$ cat src/rtl/rr_mux_arbiter_pkg.sv
// Shared definitions for the round-robin mux arbiter: requester count, index width,
// FSM state encoding and the rotating-index helper.
package rr_mux_arbiter_pkg;

    localparam int NUM_REQ = 4;
    localparam int IDX_W   = 2;

    typedef enum logic {
        ST_IDLE = 1'b0,
        ST_BUSY = 1'b1
    } state_e;

    // Index of the requester after i, wrapping 3 -> 0.
    function automatic logic [IDX_W-1:0] idx_inc(input logic [IDX_W-1:0] i);
        return i + 2'd1;
    endfunction

endpackage

$ cat src/rtl/rr_next_pick.sv
// Combinational round-robin picker: first requester at or after ptr (mod NUM_REQ)
// whose req and mask bits are both set.
module rr_next_pick
    import rr_mux_arbiter_pkg::*;
(
    input  logic [NUM_REQ-1:0] req,
    input  logic [IDX_W-1:0]   ptr,
    input  logic [NUM_REQ-1:0] mask,
    output logic               any,
    output logic [IDX_W-1:0]   idx,
    output logic [NUM_REQ-1:0] onehot
);

    logic [NUM_REQ-1:0] hit;
    logic [IDX_W-1:0]   cand [NUM_REQ];

    genvar gi;
    generate
        for (gi = 0; gi < NUM_REQ; gi++) begin : g_scan
            assign cand[gi] = ptr + IDX_W'(gi);
            assign hit[gi]  = req[cand[gi]] & mask[cand[gi]];
        end
    endgenerate

    // Walk from the farthest slot down so the slot nearest ptr wins.
    always_comb begin
        any = 1'b0;
        idx = '0;
        for (int k = NUM_REQ - 1; k >= 0; k--) begin
            if (hit[k]) begin
                any = 1'b1;
                idx = cand[k];
            end
        end
    end

    assign onehot = any ? (NUM_REQ'(1) << idx) : '0;

endmodule

$ cat src/rtl/rr_mux_arbiter.sv
// Round-robin arbiter sequencing a shared 4:1 mux; all outputs registered.
// Optional burst limit with forced rotation is enabled by defining RR_ARB_TIMEOUT_EN.
module rr_mux_arbiter
    import rr_mux_arbiter_pkg::*;
#(
    parameter int MAX_BURST = 8,
    parameter int CNT_W     = 4
) (
    input  logic               clk,
    input  logic               reset,
    input  logic [NUM_REQ-1:0] req,
    output logic [NUM_REQ-1:0] grant,
    output logic               address0,
    output logic               address1,
    output logic               valid,
    output logic               preempted
);

    generate
        if ((1 << CNT_W) < MAX_BURST || MAX_BURST < 1) begin : g_bad_burst_cfg
            $error("rr_mux_arbiter: CNT_W too narrow for MAX_BURST");
        end
    endgenerate

    state_e             state_reg, state_next;
    logic [NUM_REQ-1:0] grant_reg, grant_next;
    logic [IDX_W-1:0]   idx_reg, idx_next;
    logic [IDX_W-1:0]   ptr_reg, ptr_next;
    logic               preempted_reg, preempted_next;

    logic [IDX_W-1:0]   pick_ptr;
    logic [NUM_REQ-1:0] pick_mask;
    logic               pick_any;
    logic [IDX_W-1:0]   pick_idx;
    logic [NUM_REQ-1:0] pick_onehot;

    logic               req_hold;
    logic               expired;
    logic               rotate;

    // One picker serves both paths: from IDLE it scans from ptr over everyone,
    // from BUSY it scans from g+1 with the current holder masked out.
    assign pick_ptr  = (state_reg == ST_IDLE) ? ptr_reg : idx_inc(idx_reg);
    assign pick_mask = (state_reg == ST_IDLE) ? {NUM_REQ{1'b1}} : ~grant_reg;

    rr_next_pick u_pick (
        .req    (req),
        .ptr    (pick_ptr),
        .mask   (pick_mask),
        .any    (pick_any),
        .idx    (pick_idx),
        .onehot (pick_onehot)
    );

    assign req_hold = |(req & grant_reg);

`ifdef RR_ARB_TIMEOUT_EN
    localparam logic [CNT_W-1:0] BURST_LAST = CNT_W'(MAX_BURST - 1);

    logic [CNT_W-1:0] burst_cnt_reg, burst_cnt_next;

    assign expired = (burst_cnt_reg >= BURST_LAST) && (|(req & ~grant_reg));

    // Cleared on every new grant; saturates while nobody else is waiting.
    always_comb begin
        burst_cnt_next = burst_cnt_reg;
        if (state_reg == ST_IDLE) begin
            if (pick_any) burst_cnt_next = '0;
        end else if (rotate) begin
            burst_cnt_next = '0;
        end else if (burst_cnt_reg < BURST_LAST) begin
            burst_cnt_next = burst_cnt_reg + 1'b1;
        end
    end

    always_ff @(posedge clk) begin
        if (reset) burst_cnt_reg <= '0;
        else       burst_cnt_reg <= burst_cnt_next;
    end
`else
    assign expired = 1'b0;
`endif

    assign rotate = (state_reg == ST_BUSY) && (!req_hold || expired);

    always_ff @(posedge clk) begin
        if (reset) begin
            state_reg     <= ST_IDLE;
            grant_reg     <= '0;
            idx_reg       <= '0;
            ptr_reg       <= '0;
            preempted_reg <= 1'b0;
        end else begin
            state_reg     <= state_next;
            grant_reg     <= grant_next;
            idx_reg       <= idx_next;
            ptr_reg       <= ptr_next;
            preempted_reg <= preempted_next;
        end
    end

    always_comb begin
        state_next = state_reg;
        case (state_reg)
            ST_IDLE: if (pick_any) state_next = ST_BUSY;
            ST_BUSY: if (rotate && !pick_any) state_next = ST_IDLE;
            default: state_next = ST_IDLE;
        endcase
    end

    // idx is left untouched when going idle so the mux select holds the last index.
    always_comb begin
        grant_next     = grant_reg;
        idx_next       = idx_reg;
        ptr_next       = ptr_reg;
        preempted_next = 1'b0;
        if (state_reg == ST_IDLE) begin
            if (pick_any) begin
                grant_next = pick_onehot;
                idx_next   = pick_idx;
            end
        end else if (rotate) begin
            ptr_next       = idx_inc(idx_reg);
            preempted_next = req_hold;
            grant_next     = pick_onehot;
            if (pick_any) idx_next = pick_idx;
        end
    end

    assign grant     = grant_reg;
    assign address0  = idx_reg[0];
    assign address1  = idx_reg[1];
    assign valid     = (state_reg == ST_BUSY);
    assign preempted = preempted_reg;

endmodule

$ cat config.mk
export PLATFORM = sky130hd
export DESIGN_NAME = rr_mux_arbiter
export DESIGN_NICKNAME = d
export VERILOG_FILES = /design/src/rtl/rr_mux_arbiter_pkg.sv /design/src/rtl/rr_next_pick.sv /design/src/rtl/rr_mux_arbiter.sv
export SDC_FILE = /design/constraint.sdc
export NUM_CORES = 1
export LEC_CHECK = 0
export CAP_MARGIN = 20
export CORE_AREA = 2 2 43 45
export CTS_CLUSTER_SIZE = 20
export DETAILED_ROUTE_END_ITERATION = 10
export DIE_AREA = 0 0 45 47
export PLACE_DENSITY = 0.85
export SLEW_MARGIN = 10
export SYNTH_ARGS = -nofsm -noshare
export SYNTH_HDL_FRONTEND = slang
export SYNTH_SLANG_ARGS = --single-unit
$ cat constraint.sdc
create_clock -name clk -period 2.4 [get_ports clk]
set_input_delay 0.24 -clock clk [delete_from_list [all_inputs] [get_ports clk]]
set_output_delay 0.24 -clock clk [all_outputs]
set_load 0.01 [all_outputs]
==> run_results.csv, run 1 <==
group,metric,value,unit
cells_and_area,nNetsFinal,121,
cells_and_area,largest_reg_flops,4,
die,core_area,1650,sq um
drt,drt_iter0_drc,34,
drt,wl_per_cell,14.7,um
logic_synthesis,syn_area_per_cell,7.89,sq um
drt,drc,0,
worst_setup_path,endpoint_kind,"flip-flop",
global_routing,grt_util_met2,36.6,%
clocking,h-tree-depth,1,
cells_and_area,n_fill_cell,144,
logic_synthesis,synthArstFlopShare,0,%
worst_setup_path,crit_chain,"nand2b_1, and3_1, o221ai_2, a21oi_2, mux2i_1, nor3_2, o21ai_0",
die,die_x,45,um
logic_synthesis,syn_inst,99,
logic_synthesis,syn-num-nets,105,
die,fp.dieH,47,um
logic_synthesis,ys_ff_latch,10,
sta,period_needed,2.12,ns
logic_synthesis,synth-compound-area-share,32.2,%
clocking,cts_buffer_depth,2,
global_routing,gr-usage-met1,24.4,%
worst_setup_path,critPathTopFamily,"simple AND/OR/NAND/NOR gates",
clocking,cts.sink_count,10,
drt,via_count,829,
drt,routed_wirelength,1920,um
sta,max_freq,472,MHz
clocking,cts_setup_buffers,0,
drt,drtPass1Iterations,4,
sta,period_share,88.2,%
cells_and_area,final_cells,131,
global_routing,antenna_found_initial,0,
global_routing,gr-total-overflow,0,
global_routing,grt_pass1_vias,766,
logic_synthesis,ys_seq_area_share,25.6,%
global_routing,grt_usage,20.8,%
die,io_pins,14,
worst_setup_path,crit_type,"reg2reg",
global_routing,grt_max_degree,16,
placed_design,dpl_worst_slack,0.289,ns
worst_setup_path,crit_arrival,2.26,ns
sta,rsz0062_at_grt,"no",
logic_synthesis,yosysUniqueCellTypes,40,
power,p_per_area,1180,nW/um^2
sta,worst_slack,0.283,ns
placed_design,dpl.cell_count,127,
logic_synthesis,synth_top_family_by_area,"compound AO/OA/AOI/OAI gates",
global_routing,use_met3,5.77,%
clocking,cts_tree,"yes",
clocking,clk_pin_slew,0.07,ns
cells_and_area,area_delta_synth_final,22.4,%
die,rows,15,
global_routing,busiest_layer,"met2",
placed_design,finalWeightedCongestion,0.879,
placed_design,io_buffer_count,13,
die,initial_core_util,47.3,%
clocking,worstSkewPairLatency,0.27,ns
global_routing,grt_pass1_wl,3210,um
logic_synthesis,synth_xor_xnor_area_share,2.24,%
sta,hold_viol_final,0,
placed_design,post-dp-hpwl,1420,um
logic_synthesis,synth_mux_area_share,8.81,%
clocking,cts_hold_buf,0,
logic_synthesis,synth-edff-count,0,
sta,skew,0.00227,ns
worst_setup_path,crit_path_max_fanout,15,
placed_design,post_dp_cell_area,920,sq um
logic_synthesis,netlist_area,781,sq um
worst_setup_path,cpMaxStageDelayCell,"dfxtp_1",
worst_setup_path,startpoint_type,"flip-flop",
logic_synthesis,synth-main-ff-cell,"dfxtp_1",
sta,setup_tns,0,ns
cells_and_area,antenna_cells,0,
logic_synthesis,post_synth_and_or_nand_nor_area_fraction,24.7,%
drt,vias_per_cell,6.33,
min_path,hp-class,"reg2reg",
clocking,ctsResizeCount,0,
logic_synthesis,yosys_warnings,0,
cells_and_area,layout-drive-gt1-share,14.9,%
power,ir_drop,0.589,mV
sta,setup_viol,0,
die,dieArea,2120,sq um
outcome,status,"finished clean",
power,cellLeakagePower,0.000379,uW
drt,ant_nets,0,
clocking,cts_buffers,3,
sta,drv_slew,0,
cells_and_area,fin_area,956,sq um
flow_run,drv_cap,0,
logic_synthesis,synthAdderAreaFrac,0,%
clocking,cts-root-buf,"clkbuf_4",
worst_setup_path,slowest_delay,0.63,ns
worst_setup_path,cp_num_buf_inv,0,
worst_setup_path,cp.required,2.54,ns
-- path summary, 6_finish.rpt --
kind | startpoint | endpoint | slack, ns | depth (start not counted)
max reg2reg | valid$_SDFF_PP0_ | grant[1]$_SDFFE_PP0P_ | 0.28 | 7
max | valid$_SDFF_PP0_ | grant[1]$_SDFFE_PP0P_ | 0.28 | 7
min reg2reg | grant[3]$_SDFFE_PP0P_ | grant[3]$_SDFFE_PP0P_ | 0.57 | 2
min | grant[3]$_SDFFE_PP0P_ | grant[3]$_SDFFE_PP0P_ | 0.57 | 2
-- per-stage QoR --
step | utilization [%] | hold slack [ns] | total power [uW]
floorplan | - | 0.530 | 776
global placement | 55.7 | 0.550 | 954
detailed placement | 55.7 | 0.552 | 970
finish | 57.9 | 0.568 | 1130
global route | 57.9 | 0.587 | 1220
CTS | 57.9 | 0.565 | 1130
-- where the power goes --
group | leakage [uW] | switching (uW) | internal (uW)
combinational | 0.000276 | 308 | 323
sequential | 0.0000829 | 123 | 226
clock | 0.0000210 | 59.7 | 92.2
total | 0.000379 | 491 | 641
-- cells by family after synthesis --
| group | after synthesis |
|---|---|
| other | 1 |
| muxes | 6 |
| buffers and inverters | 8 |
| AOI/OAI and AO/OA | 34 |
| and+or+nand+nor | 38 |
| xor gates and xnor gates | 2 |
| DFF | 10 |
-- tightest hold or removal path, stage by stage (launching register included) --
cell     delay (ns)
dfxtp_1        0.37
nand2_1        0.08
o31ai_1        0.06
-- layout by cell type (no fill, tap or decap), drive strengths merged, types with 3 or more instances in the layout --
| master | instances |
|---|---|
| nand2 | 13 |
| clkdlybuf4s50 | 13 |
| dfxtp | 10 |
| nor2 | 8 |
| a21oi | 8 |
| nand2b | 5 |
| o21ai | 5 |
| nand3 | 4 |
| clkbuf | 4 |
| mux2 | 4 |
| a22o | 3 |
| inv | 3 |
| buf | 3 |
| nor3 | 3 |
| o221ai | 3 |
-- area by class of cell --
class / instances / area, sq um / share of cell area [%]
well taps: 17 / 21.3 / 2.23
clock buffers: 4 / 36.3 / 3.80
flip-flops and latches: 10 / 200 / 20.9
multi-input cells: 81 / 534 / 55.9
inverters: 3 / 11.3 / 1.18
repair buffers: 16 / 153 / 16.0
-- synth_stat cells, types with 3 or more instances --
| master | count | area, sq um |
|---|---|---|
| inv_1 | 3 | 11.3 |
| nor2_1 | 8 | 30.0 |
| dfxtp_1 | 10 | 200 |
| a21oi_1 | 7 | 35.0 |
| nand2b_1 | 5 | 31.3 |
| o21ai_0 | 4 | 20.0 |
| a22o_1 | 3 | 26.3 |
| nand3_1 | 4 | 20.0 |
| nand2_1 | 13 | 48.8 |
-- layer usage --
layer  vias to the layer above  wire, um
li1                        400         -
met3                         6       117
met1                       395       807
met2                        28       963
met4                         0        34
met5                         -         0
Note: power is estimated with default switching activity, not from simulation.
==> run 2, diff against run 1 <==
--- a/config.mk
+++ b/config.mk
@@ -10,7 +10,7 @@
 export CTS_CLUSTER_SIZE = 20
 export DETAILED_ROUTE_END_ITERATION = 10
 export DIE_AREA = 0 0 45 47
-export PLACE_DENSITY = 0.85
+export PLACE_DENSITY = 0.73
 export SLEW_MARGIN = 10
 export SYNTH_ARGS = -nofsm -noshare
 export SYNTH_HDL_FRONTEND = slang
==> run_results.csv, run 2 (same netlist as run 1, synthesis figures left out) <==
group,metric,value,unit
die,dieArea,2120,sq um
cells_and_area,nNetsFinal,120,
drt,drt_iter0_drc,19,
power,combPwrFrac,55.0,%
cells_and_area,antenna_cells,0,
drt,met2_length,881,um
power,p_seq_share,31.5,%
clocking,cts_buffers,3,
cells_and_area,final_cell_mix,"nand2_1 (13), clkdlybuf4s50_1 (13), dfxtp_1 (10)",
power,cellLeakagePower,0.000374,uW
min_path,hp-class,"reg2reg",
die,io_pins,14,
drt,wl_met1,827,um
sta,skew,0.00558,ns
worst_setup_path,crit_path_max_fanout,12,
sta,hold_viol_final,0,
clocking,cts_hold_buf,0,
drt,routed_wirelength,1850,um
power,clock_power_share,13.6,%
placed_design,post-dp-hpwl,1380,um
clocking,worstSkewPairLatency,0.27,ns
clocking,cts.sink_count,10,
placed_design,dpl.cell_count,126,
sta,rsz0062_at_grt,"no",
power,ir_drop,0.633,mV
power,intPower,633,uW
sta,drv_slew,0,
drt,via_count,801,
global_routing,antenna_found_initial,0,
cells_and_area,final_cells,130,
clocking,cts-root-buf,"clkbuf_4",
drt,wl_per_cell,14.2,um
cells_and_area,area_delta_synth_final,21.5,%
drt,drtPass1Iterations,4,
worst_setup_path,cp.required,2.61,ns
drt,highest_layer,"met4",
die,fp.dieH,47,um
global_routing,gr-total-overflow,0,
sta,period_needed,2.06,ns
die,rows,15,
clocking,clk_pin_slew,0.07,ns
power,switchingPower,482,uW
clocking,ctsResizeCount,0,
clocking,cts_tree,"yes",
clocking,cts_setup_buffers,0,
power,p_per_area,1180,nW/um^2
placed_design,io_buffer_count,13,
global_routing,grt_max_degree,13,
worst_setup_path,crit_type,"reg2reg",
worst_setup_path,endpoint_kind,"flip-flop",
worst_setup_path,startpoint_type,"flip-flop",
sta,period_share,86.0,%
sta,max_freq,484,MHz
power,sw_frac_of_total,43.2,%
outcome,status,"finished clean",
placed_design,finalWeightedCongestion,0.829,
global_routing,grt_usage,19.4,%
global_routing,grt_pass1_vias,699,
drt,drc,0,
die,die_x,45,um
clocking,cts_buffer_depth,2,
drt,vias_per_cell,6.16,
cells_and_area,largest_reg_flops,4,
global_routing,grt_pass1_wl,3020,um
cells_and_area,layout-drive-gt1-share,14.2,%
drt,ant_nets,0,
sta,setup_viol,0,
clocking,h-tree-depth,1,
worst_setup_path,crit_arrival,2.27,ns
die,core_area,1650,sq um
sta,setup_tns,0,ns
flow_run,drv_cap,0,
die,initial_core_util,47.3,%
drt,wl_met3,116,um
## run 2: cell types whose count changed in the layout (fill, tap and decap cells not counted)
cell / change
buf_4: -1
## run 2: final timing paths
path / cells past startpoint / from / slack (ns) / to
setup / recovery: 7 / idx_reg[0]$_SDFFE_PP0P_ / 0.34 / grant[2]$_SDFFE_PP0P_
hold / removal: 2 / grant[3]$_SDFFE_PP0P_ / 0.56 / grant[3]$_SDFFE_PP0P_
setup reg to reg: 7 / idx_reg[0]$_SDFFE_PP0P_ / 0.34 / grant[2]$_SDFFE_PP0P_
hold reg to reg: 2 / grant[3]$_SDFFE_PP0P_ / 0.56 / grant[3]$_SDFFE_PP0P_
## run 2: per-stage QoR
step | worst slack [ns] | utilization [%] | total power, uW | instance area (sq um) | hold slack (ns)
floorplan | 0.574 | - | 776 | 781 | 0.530
global placement | 0.274 | 55.2 | 951 | 912 | 0.560
detailed placement | 0.279 | 55.2 | 961 | 912 | 0.552
CTS | 0.327 | 57.4 | 1120 | 948 | 0.567
global route | 0.184 | 57.4 | 1200 | 948 | 0.614
finish | 0.335 | 57.4 | 1110 | 948 | 0.563
## run 2: worst max-delay path, cell delays in order, from the launching register on
cell	delay, ns
dfxtp_1	0.62
nand2b_1	0.28
and3_1	0.21
o221ai_2	0.12
a21oi_2	0.16
mux2i_1	0.09
nor3_2	0.32
a32o_1	0.21
## run 2: per-layer routing
layer	global-route usage, %	vias up
met2	32.3	28
met4	7.65	0
met1	24.6	374
met5	0	-
li1	-	395
met3	4.23	4
## run 2: cell type report
| cell class | instances | area, sq um |
|---|---|---|
| Clock buffer | 4 | 36.3 |
| Fill cell | 166 | 703 |
| Timing Repair Buffer | 15 | 145 |
| Sequential cell | 10 | 200 |
| Inverter | 3 | 11.3 |
| Multi-Input combinational cell | 81 | 534 |
| Tap cell | 17 | 21.3 |
## run 2: power by group through the flow
stage | clock, uW | sequential, uW | combinational, uW
5_1_grt | 161 | 361 | 679
2_1_floorplan | 0 | 314 | 462
4_1_cts | 154 | 349 | 613
3_5_place_dp | 0 | 353 | 608
6_report | 151 | 351 | 613
3_3_place_gp | 0 | 351 | 601
